==> config.mk <==
export PLATFORM = sky130hd
export DESIGN_NAME = karatsuba_mul_arbiter_flat
export DESIGN_NICKNAME = d
export VERILOG_FILES = /design/src/rtl/karatsuba_mul_arbiter_if.sv /design/src/rtl/karatsuba_mul_arbiter.sv /design/src/flat_wrapper.sv
export SDC_FILE = /design/constraint.sdc
export NUM_CORES = 1
export LEC_CHECK = 0
export ABC_AREA = 0
export ABC_CLOCK_PERIOD_IN_PS = 5100
export BUFFER_PORTS_ARGS = -buffer_cell sky130_fd_sc_hd__buf_2
export CORE_AREA = 2 2 180 182
export DETAILED_ROUTE_END_ITERATION = 16
export DIE_AREA = 0 0 182 184
export PLACE_DENSITY = 0.6
export SLEW_MARGIN = 25
export SYNTH_ARGS = -nofsm -noshare
export SYNTH_HDL_FRONTEND = slang
export SYNTH_SLANG_ARGS = --single-unit
export TNS_END_PERCENT = 10
==> constraint.sdc <==
create_clock -name clk -period 5.1 [get_ports clk]
set_clock_uncertainty 0.2 [all_clocks]
set_input_delay 1.275 -clock clk [delete_from_list [all_inputs] [get_ports clk]]
set_output_delay 1.275 -clock clk [all_outputs]
set_load 0.01 [all_outputs]
==> src/rtl/karatsuba_mul_arbiter_if.sv <==
// Request/response bus between the client datapaths and the shared
// Karatsuba multiplier arbiter. Requester i owns bit i of req_valid/req_ready
// and slice i (N bits) of req_a/req_b. The arbiter uses the slave modport and
// the clients (or a bench) use the master modport.
interface karatsuba_mul_arbiter_if #(
  parameter int N       = 32,
  parameter int NUM_REQ = 4,
  parameter int ID_W    = 2
);
  logic [NUM_REQ-1:0]   req_valid;
  logic [NUM_REQ*N-1:0] req_a;
  logic [NUM_REQ*N-1:0] req_b;
  logic [NUM_REQ-1:0]   req_ready;
  logic                 rsp_valid;
  logic                 rsp_ready;
  logic [ID_W-1:0]      rsp_id;
  logic [2*N-1:0]       rsp_z;

  modport slave (
    input  req_valid, req_a, req_b, rsp_ready,
    output req_ready, rsp_valid, rsp_id, rsp_z
  );

  modport master (
    output req_valid, req_a, req_b, rsp_ready,
    input  req_ready, rsp_valid, rsp_id, rsp_z
  );
endinterface

==> src/rtl/karatsuba_mul_arbiter.sv <==
// Round-robin arbiter that time-shares one iterative Karatsuba multiplier
// among NUM_REQ requesters. Each accepted operation goes through
// IDLE -> CLEAR -> RUN -> RESP: the multiplier is cleared for one cycle,
// enabled for MUL_LATENCY cycles, and its product is captured and returned
// with the requester index on a valid/ready response channel. Only one
// operation is in flight at a time.
//
// Optional feature: define KMUL_ARB_ZERO_BYPASS_EN to answer operations with
// a zero operand directly (RESP in the cycle after the handshake, rsp_z = 0),
// without pulsing the multiplier. Without the macro every operation takes the
// full CLEAR/RUN path.
module karatsuba_mul_arbiter #(
  parameter int N           = 32,
  parameter int NUM_REQ     = 4,
  parameter int MUL_LATENCY = 5,
  parameter int ID_W        = 2
) (
  input  logic                   clk,
  input  logic                   rst,
  karatsuba_mul_arbiter_if.slave bus,
  output logic                   o_mul_rst,
  output logic                   o_mul_enable,
  output logic [N-1:0]           o_mul_a,
  output logic [N-1:0]           o_mul_b,
  input  logic [2*N-1:0]         i_mul_c
);

  localparam int CNT_W = $clog2(MUL_LATENCY + 1);

  typedef enum logic [1:0] {
    S_IDLE,
    S_CLEAR,
    S_RUN,
    S_RESP
  } state_t;

  state_t                r_state;
  state_t                w_state_nxt;

  logic [ID_W-1:0]       r_ptr;
  logic [ID_W-1:0]       r_id;
  logic [N-1:0]          r_a;
  logic [N-1:0]          r_b;
  logic [2*N-1:0]        r_z;
  logic [CNT_W-1:0]      r_cnt;

  logic                  w_found;
  logic [ID_W-1:0]       w_gnt_idx;
  logic [N-1:0]          w_a;
  logic [N-1:0]          w_b;
  logic                  w_zero;
  logic                  w_hs;
  logic [NUM_REQ-1:0]    w_req_ready;
  logic                  w_run_last;

  // Round-robin search: first valid requester at or after the pointer, wrapping.
  always_comb begin
    logic [ID_W-1:0] cand;
    w_found   = 1'b0;
    w_gnt_idx = '0;
    cand      = '0;
    for (int k = 0; k < NUM_REQ; k++) begin
      cand = ID_W'((int'(r_ptr) + k) % NUM_REQ);
      if (!w_found && bus.req_valid[cand]) begin
        w_found   = 1'b1;
        w_gnt_idx = cand;
      end
    end
  end

  // Select the granted requester's operand slices.
  always_comb begin
    w_a = '0;
    w_b = '0;
    for (int i = 0; i < NUM_REQ; i++) begin
      if (ID_W'(i) == w_gnt_idx) begin
        w_a = bus.req_a[i*N +: N];
        w_b = bus.req_b[i*N +: N];
      end
    end
`ifdef KMUL_ARB_ZERO_BYPASS_EN
    w_zero = (w_a == '0) || (w_b == '0);
`else
    w_zero = 1'b0;
`endif
  end

  assign w_run_last = (r_state == S_RUN) && (r_cnt == '0);

  // Next-state logic and the combinational one-hot grant (only offered in IDLE).
  always_comb begin
    w_state_nxt = r_state;
    w_req_ready = '0;
    w_hs        = 1'b0;
    unique case (r_state)
      S_IDLE: begin
        if (w_found && !rst) begin
          w_req_ready[w_gnt_idx] = 1'b1;
          w_hs                   = 1'b1;
          w_state_nxt            = w_zero ? S_RESP : S_CLEAR;
        end
      end
      S_CLEAR: w_state_nxt = S_RUN;
      S_RUN: begin
        if (w_run_last) w_state_nxt = S_RESP;
      end
      S_RESP: begin
        if (bus.rsp_ready) w_state_nxt = S_IDLE;
      end
      default: w_state_nxt = S_IDLE;
    endcase
  end

  // State register.
  always_ff @(posedge clk) begin
    if (rst) r_state <= S_IDLE;
    else     r_state <= w_state_nxt;
  end

  // Operand/ID latch on handshake, RR pointer, RUN down-counter, product capture.
  always_ff @(posedge clk) begin
    if (rst) begin
      r_ptr <= '0;
      r_id  <= '0;
      r_a   <= '0;
      r_b   <= '0;
      r_z   <= '0;
      r_cnt <= '0;
    end else begin
      if (w_hs) begin
        r_a   <= w_a;
        r_b   <= w_b;
        r_id  <= w_gnt_idx;
        r_ptr <= (w_gnt_idx == ID_W'(NUM_REQ - 1)) ? '0 : w_gnt_idx + 1'b1;
        if (w_zero) r_z <= '0;
      end
      if (r_state == S_CLEAR)                r_cnt <= CNT_W'(MUL_LATENCY - 1);
      else if (r_state == S_RUN && !w_run_last) r_cnt <= r_cnt - 1'b1;
      if (w_run_last) r_z <= i_mul_c;
    end
  end

  assign bus.req_ready = w_req_ready;
  assign bus.rsp_valid = (r_state == S_RESP);
  assign bus.rsp_id    = r_id;
  assign bus.rsp_z     = r_z;

  // The multiplier is held in reset with the arbiter and cleared in CLEAR.
  assign o_mul_rst    = rst || (r_state == S_CLEAR);
  assign o_mul_enable = (r_state == S_RUN);
  assign o_mul_a      = r_a;
  assign o_mul_b      = r_b;

endmodule

==> src/flat_wrapper.sv <==
// flat-port wrapper written by rule: the top's interface ports become plain ports
module karatsuba_mul_arbiter_flat 
#(
  parameter int N           = 32,
  parameter int NUM_REQ     = 4,
  parameter int MUL_LATENCY = 5,
  parameter int ID_W        = 2
)
  (clk, rst, o_mul_rst, o_mul_enable, o_mul_a, o_mul_b, i_mul_c, bus_req_valid, bus_req_a, bus_req_b, bus_rsp_ready, bus_req_ready, bus_rsp_valid, bus_rsp_id, bus_rsp_z);
  karatsuba_mul_arbiter_if #(.N(N), .NUM_REQ(NUM_REQ), .ID_W(ID_W)) bus_i ();
  input  logic clk;
  input  logic rst;
  output logic o_mul_rst;
  output logic o_mul_enable;
  output logic [N-1:0] o_mul_a;
  output logic [N-1:0] o_mul_b;
  input  logic [2*N-1:0] i_mul_c;
  input wire logic [$bits(bus_i.req_valid)-1:0] bus_req_valid;
  input wire logic [$bits(bus_i.req_a)-1:0] bus_req_a;
  input wire logic [$bits(bus_i.req_b)-1:0] bus_req_b;
  input wire logic [$bits(bus_i.rsp_ready)-1:0] bus_rsp_ready;
  output wire logic [$bits(bus_i.req_ready)-1:0] bus_req_ready;
  output wire logic [$bits(bus_i.rsp_valid)-1:0] bus_rsp_valid;
  output wire logic [$bits(bus_i.rsp_id)-1:0] bus_rsp_id;
  output wire logic [$bits(bus_i.rsp_z)-1:0] bus_rsp_z;
  assign bus_i.req_valid = bus_req_valid;
  assign bus_i.req_a = bus_req_a;
  assign bus_i.req_b = bus_req_b;
  assign bus_i.rsp_ready = bus_rsp_ready;
  assign bus_req_ready = bus_i.req_ready;
  assign bus_rsp_valid = bus_i.rsp_valid;
  assign bus_rsp_id = bus_i.rsp_id;
  assign bus_rsp_z = bus_i.rsp_z;
  karatsuba_mul_arbiter #(.N(N), .NUM_REQ(NUM_REQ), .MUL_LATENCY(MUL_LATENCY), .ID_W(ID_W)) u_core (.clk(clk), .rst(rst), .bus(bus_i), .o_mul_rst(o_mul_rst), .o_mul_enable(o_mul_enable), .o_mul_a(o_mul_a), .o_mul_b(o_mul_b), .i_mul_c(i_mul_c));
endmodule
==> reports/qor_table.md <==
| Metric | Value |
| --- | --- |
| Post-CTS setup buffers | 0 |
| Clock tree from TritonCTS | built |
| Synth Area in Compound Gates | 33.2% |
| Actual transition at the worst max-transition pin | 0.875 ns |
| Routed WL per cell | 15.5 um |
| Final Max Tran Viols | 0 |
| Relative max-transition margin | 41.6% |
| Antenna violations before repair | 1 |
| Clock transition at the registers of the reported paths | 0.06 ns |
| Sequential cell area fraction in the yosys report | 39.6% |
| Required time at the worst-slack endpoint | 3.62 ns |
| Post-Synth XOR/XNOR Area | 0.253% |
| Fraction of final layout cells with drive strength greater than 1 | 37.2% |
| Critical path, cell by cell | buf_2 > nor2b_1 > o21a_1 > nor4_1 > buf_4 > inv_1 > ha_2 > and2_1 > buf_2 |
| Peak per-stage delay on the critical path | 0.49 ns |
| Period utilisation layout | 89.6% |
| I/O pin count | 464 |
| Largest net degree at the start of global routing | 129 |
| Synth area leaders | dfxtp_1 (40%), a21oi_1 (19%), nand2_1 (10%) |
| Count of TritonRoute iterations in the first routing pass | 5 |
| Number of antenna repair diodes | 0 |
| Biggest area consumer among synthesized cells | dfxtp_1 |
| Crit-path slowest cell | nor4_1 |
| Setup TNS | 0 ns |
| Post-CTS Hold Fix Bufs | 0 |
| Static leakage | 4.87 nW |
| Vias/cell | 4.64 |
| Global route total overflow | 0 |
| Detailed Place HPWL | 20,400 um |
| Multiplexer area fraction after synthesis | 0% |
| Clk network pwr share | 23.0% |
| Post-route ant nets | 0 |
| Drt first-iter violations | 352 |
| Mean cell area of the mapped netlist | 7.07 um^2 |
| Max H-tree Level | 4 |
| Effective utilization at floorplan | 22.1% |
| Synthesized-area fraction occupied by and/or/nand/nor cells | 15.7% |
| Global placer's final weighted congestion | 0.871 |
| Final critical delay including setup and external delays | 4.57 ns |
| Clock latency on the worst-skew pair | 0.43 ns |
| Post-synthesis sequential element count | 137 |
| Total setup violations reported at the end of the flow | 0 |
| Main combinational cell family by area after synthesis | compound AO/OA/AOI/OAI gates |
| Distinct cells, synth | 32 |
| Data arrival time of the critical path | 3.09 ns |
| First-pass GRT wire length | 42,100 um |
| Core area | 0.0314 mm^2 |
| Crit Path Max Fanout | 3 |
| RSZ-0062 raised after global routing | false |
| Post-layout total power | 5.74 mW |
| Remaining DRCs | 0 |
| Cell type with the highest occurrence count on the critical path | buf_2 |
| IR drop worst, VDD | 0.315 mV |
| Critical path start-end classification | in -> out |
| Vias after detailed routing | 8,357 |
| Via count of the first global-routing pass | 7,899 |
| Power share of the sequential group | 27.9% |
| Worst Setup End Kind | output port |
| Netlist area before placement | 0.00693 mm^2 |
| Type of the worst min-delay path | reg -> reg |
| CTS max path bufs | 2 |
| Number of synthesized flops with an enable pin | 0 |
| Sw Share | 43.8% |
| Most used standard cell by instance count after synthesis | a21oi_1 |
| All-layer global routing usage | 16.0% |
| Number of buffers added by the clock tree synthesis step | 17 |
| Commonest register cell after synthesis | dfxtp_1 |
| Number of warnings printed during yosys synthesis | 0 |
| Standard-cell rows | 65 |
| Share of flip-flops with an asynchronous set or reset after synthesis | 0% |
| Outcome | finished clean |
| Y dimension of the die | 184 um |
| Final Hold Vio Count | 0 |
| Leading cell types by count after synthesis | a21oi_1 (261), nand2_1 (188), dfxtp_1 (137), inv_1 (73), a221oi_1 (64) |
| Critical path launch point type | input port |
| Post-layout net count | 1,723 |
| Count of mapped cells out of synthesis | 980 |
| Width of the die | 182 um |
| WL final | 27,900 um |
| Layout overhead on the synthesized area | 47.3% |
| Post-Synthesis Net Count | 1,317 |
| Max-cap violations | 0 |
| NetSw | 2.52 mW |
| Root buffer cell | clkbuf_16 |
| Post-CTS Resized | 0 |
| Die area | 0.0335 mm^2 |
| F_max | 0.219 GHz |
| Area share of the largest cell type after synthesis | 39.6% |
| Fraction of power consumed by combinational cells | 49.1% |
| Number of input and output port buffers inserted | 463 |
| Sinks on Clock Net | 137 |
| Pint | 3.23 mW |
| Power density over cell area | 563 mW/mm^2 |
| Area share of fa/ha/maj cells after synthesis | 1.81% |
## registers in the layout, summed over array words and instances (netlist names)
register           cells
u_core.r_ptr           2
u_core.r_cnt           3
u_core.o_mul_b        32
u_core.bus.rsp_id      2
u_core.bus.rsp_z      64
u_core.o_mul_a        32
u_core.r_state         2
## metrics by stage
step / hold WS, ns / util, % / setup slack (ns) / instances / area, um^2
floorplan: 0.275 / - / 0.618 / 980 / 6930
global placement: 0.238 / 30.5 / 0.478 / 1769 / 9570
detailed placement: 0.244 / 30.5 / 0.404 / 1769 / 9580
CTS: 0.254 / 32.5 / 0.542 / 1801 / 10200
global route: 0.266 / 32.5 / 0.457 / 1801 / 10200
finish: 0.250 / 32.5 / 0.532 / 1801 / 10200
## worst paths after layout
| path | slack (ns) | end | cells after the start | startpoint |
|---|---|---|---|---|
| max | 0.53 | bus_req_ready[0] | 9 | bus_req_valid[2] |
| min reg2reg | 0.25 | u_core.bus.rsp_z[25]$_SDFFE_PP0P_ | 2 | u_core.bus.rsp_z[25]$_SDFFE_PP0P_ |
| max reg2reg | 1.53 | u_core.o_mul_b[28]$_SDFFE_PP0P_ | 11 | u_core.r_ptr[0]$_SDFFE_PP0P_ |
| min | 0.25 | u_core.bus.rsp_z[25]$_SDFFE_PP0P_ | 2 | u_core.bus.rsp_z[25]$_SDFFE_PP0P_ |
## power by group through the flow
stage / sequential [mW] / clock [mW] / combinational (mW)
floorplan: 1.78 / 0 / 1.64
global placement: 1.61 / 0 / 2.79
detailed placement: 1.62 / 0 / 2.83
CTS: 1.60 / 1.36 / 2.84
global route: 1.64 / 1.42 / 3.15
finish: 1.60 / 1.32 / 2.82
## cells by family (layout without fill, tap and decap cells)
kind of cell             after synthesis  in the layout
flip-flops                           137            137
buffers and inverters                164            583
AO/OA/AOI/OAI                        399            399
XOR/XNOR                               2              2
AND/OR/NAND/NOR                      268            268
adder cells (fa/ha/maj)               10             10
## layout make-up
| type | count | area, um^2 |
|---|---|---|
| clock buffer | 17 | 425 |
| clock inverter | 15 | 198 |
| fill | 3486 | 21200 |
| inverter | 74 | 278 |
| multi-input combinational | 679 | 3590 |
| sequential | 137 | 2740 |
| tap | 402 | 503 |
| timing repair buffer | 477 | 2460 |
## critical path: cells and delay by family
family | cells | cell delay, ns
simple gates | 3 | 0.79
buf+inv | 4 | 0.61
compound gates | 1 | 0.20
fa+ha+maj | 1 | 0.20
## layer usage
layer / vias to the layer above / wire (um) / global-route usage (%)
met1: 3781 / 11400 / 18.7
li1: 4184 / - / -
met4: 0 / 367 / 4.32
met2: 367 / 14000 / 28.4
met5: - / 0 / 0
met3: 25 / 2210 / 4.79
## placed cells by master, fill, tap and decap left out, types with 10 or more instances in the layout
| cell type | netlist | final |
|---|---|---|
| inv_1 | 73 | 73 |
| clkbuf_16 | 0 | 17 |
| dfxtp_1 | 137 | 137 |
| o21ai_0 | 56 | 56 |
| nand2_1 | 188 | 188 |
| buf_2 | 20 | 463 |
| nor2_1 | 58 | 57 |
| a211o_1 | 10 | 10 |
| a221oi_1 | 64 | 64 |
| a21oi_1 | 261 | 261 |
| buf_4 | 0 | 11 |
No activity file was read; power rests on OpenSTA's default activity.
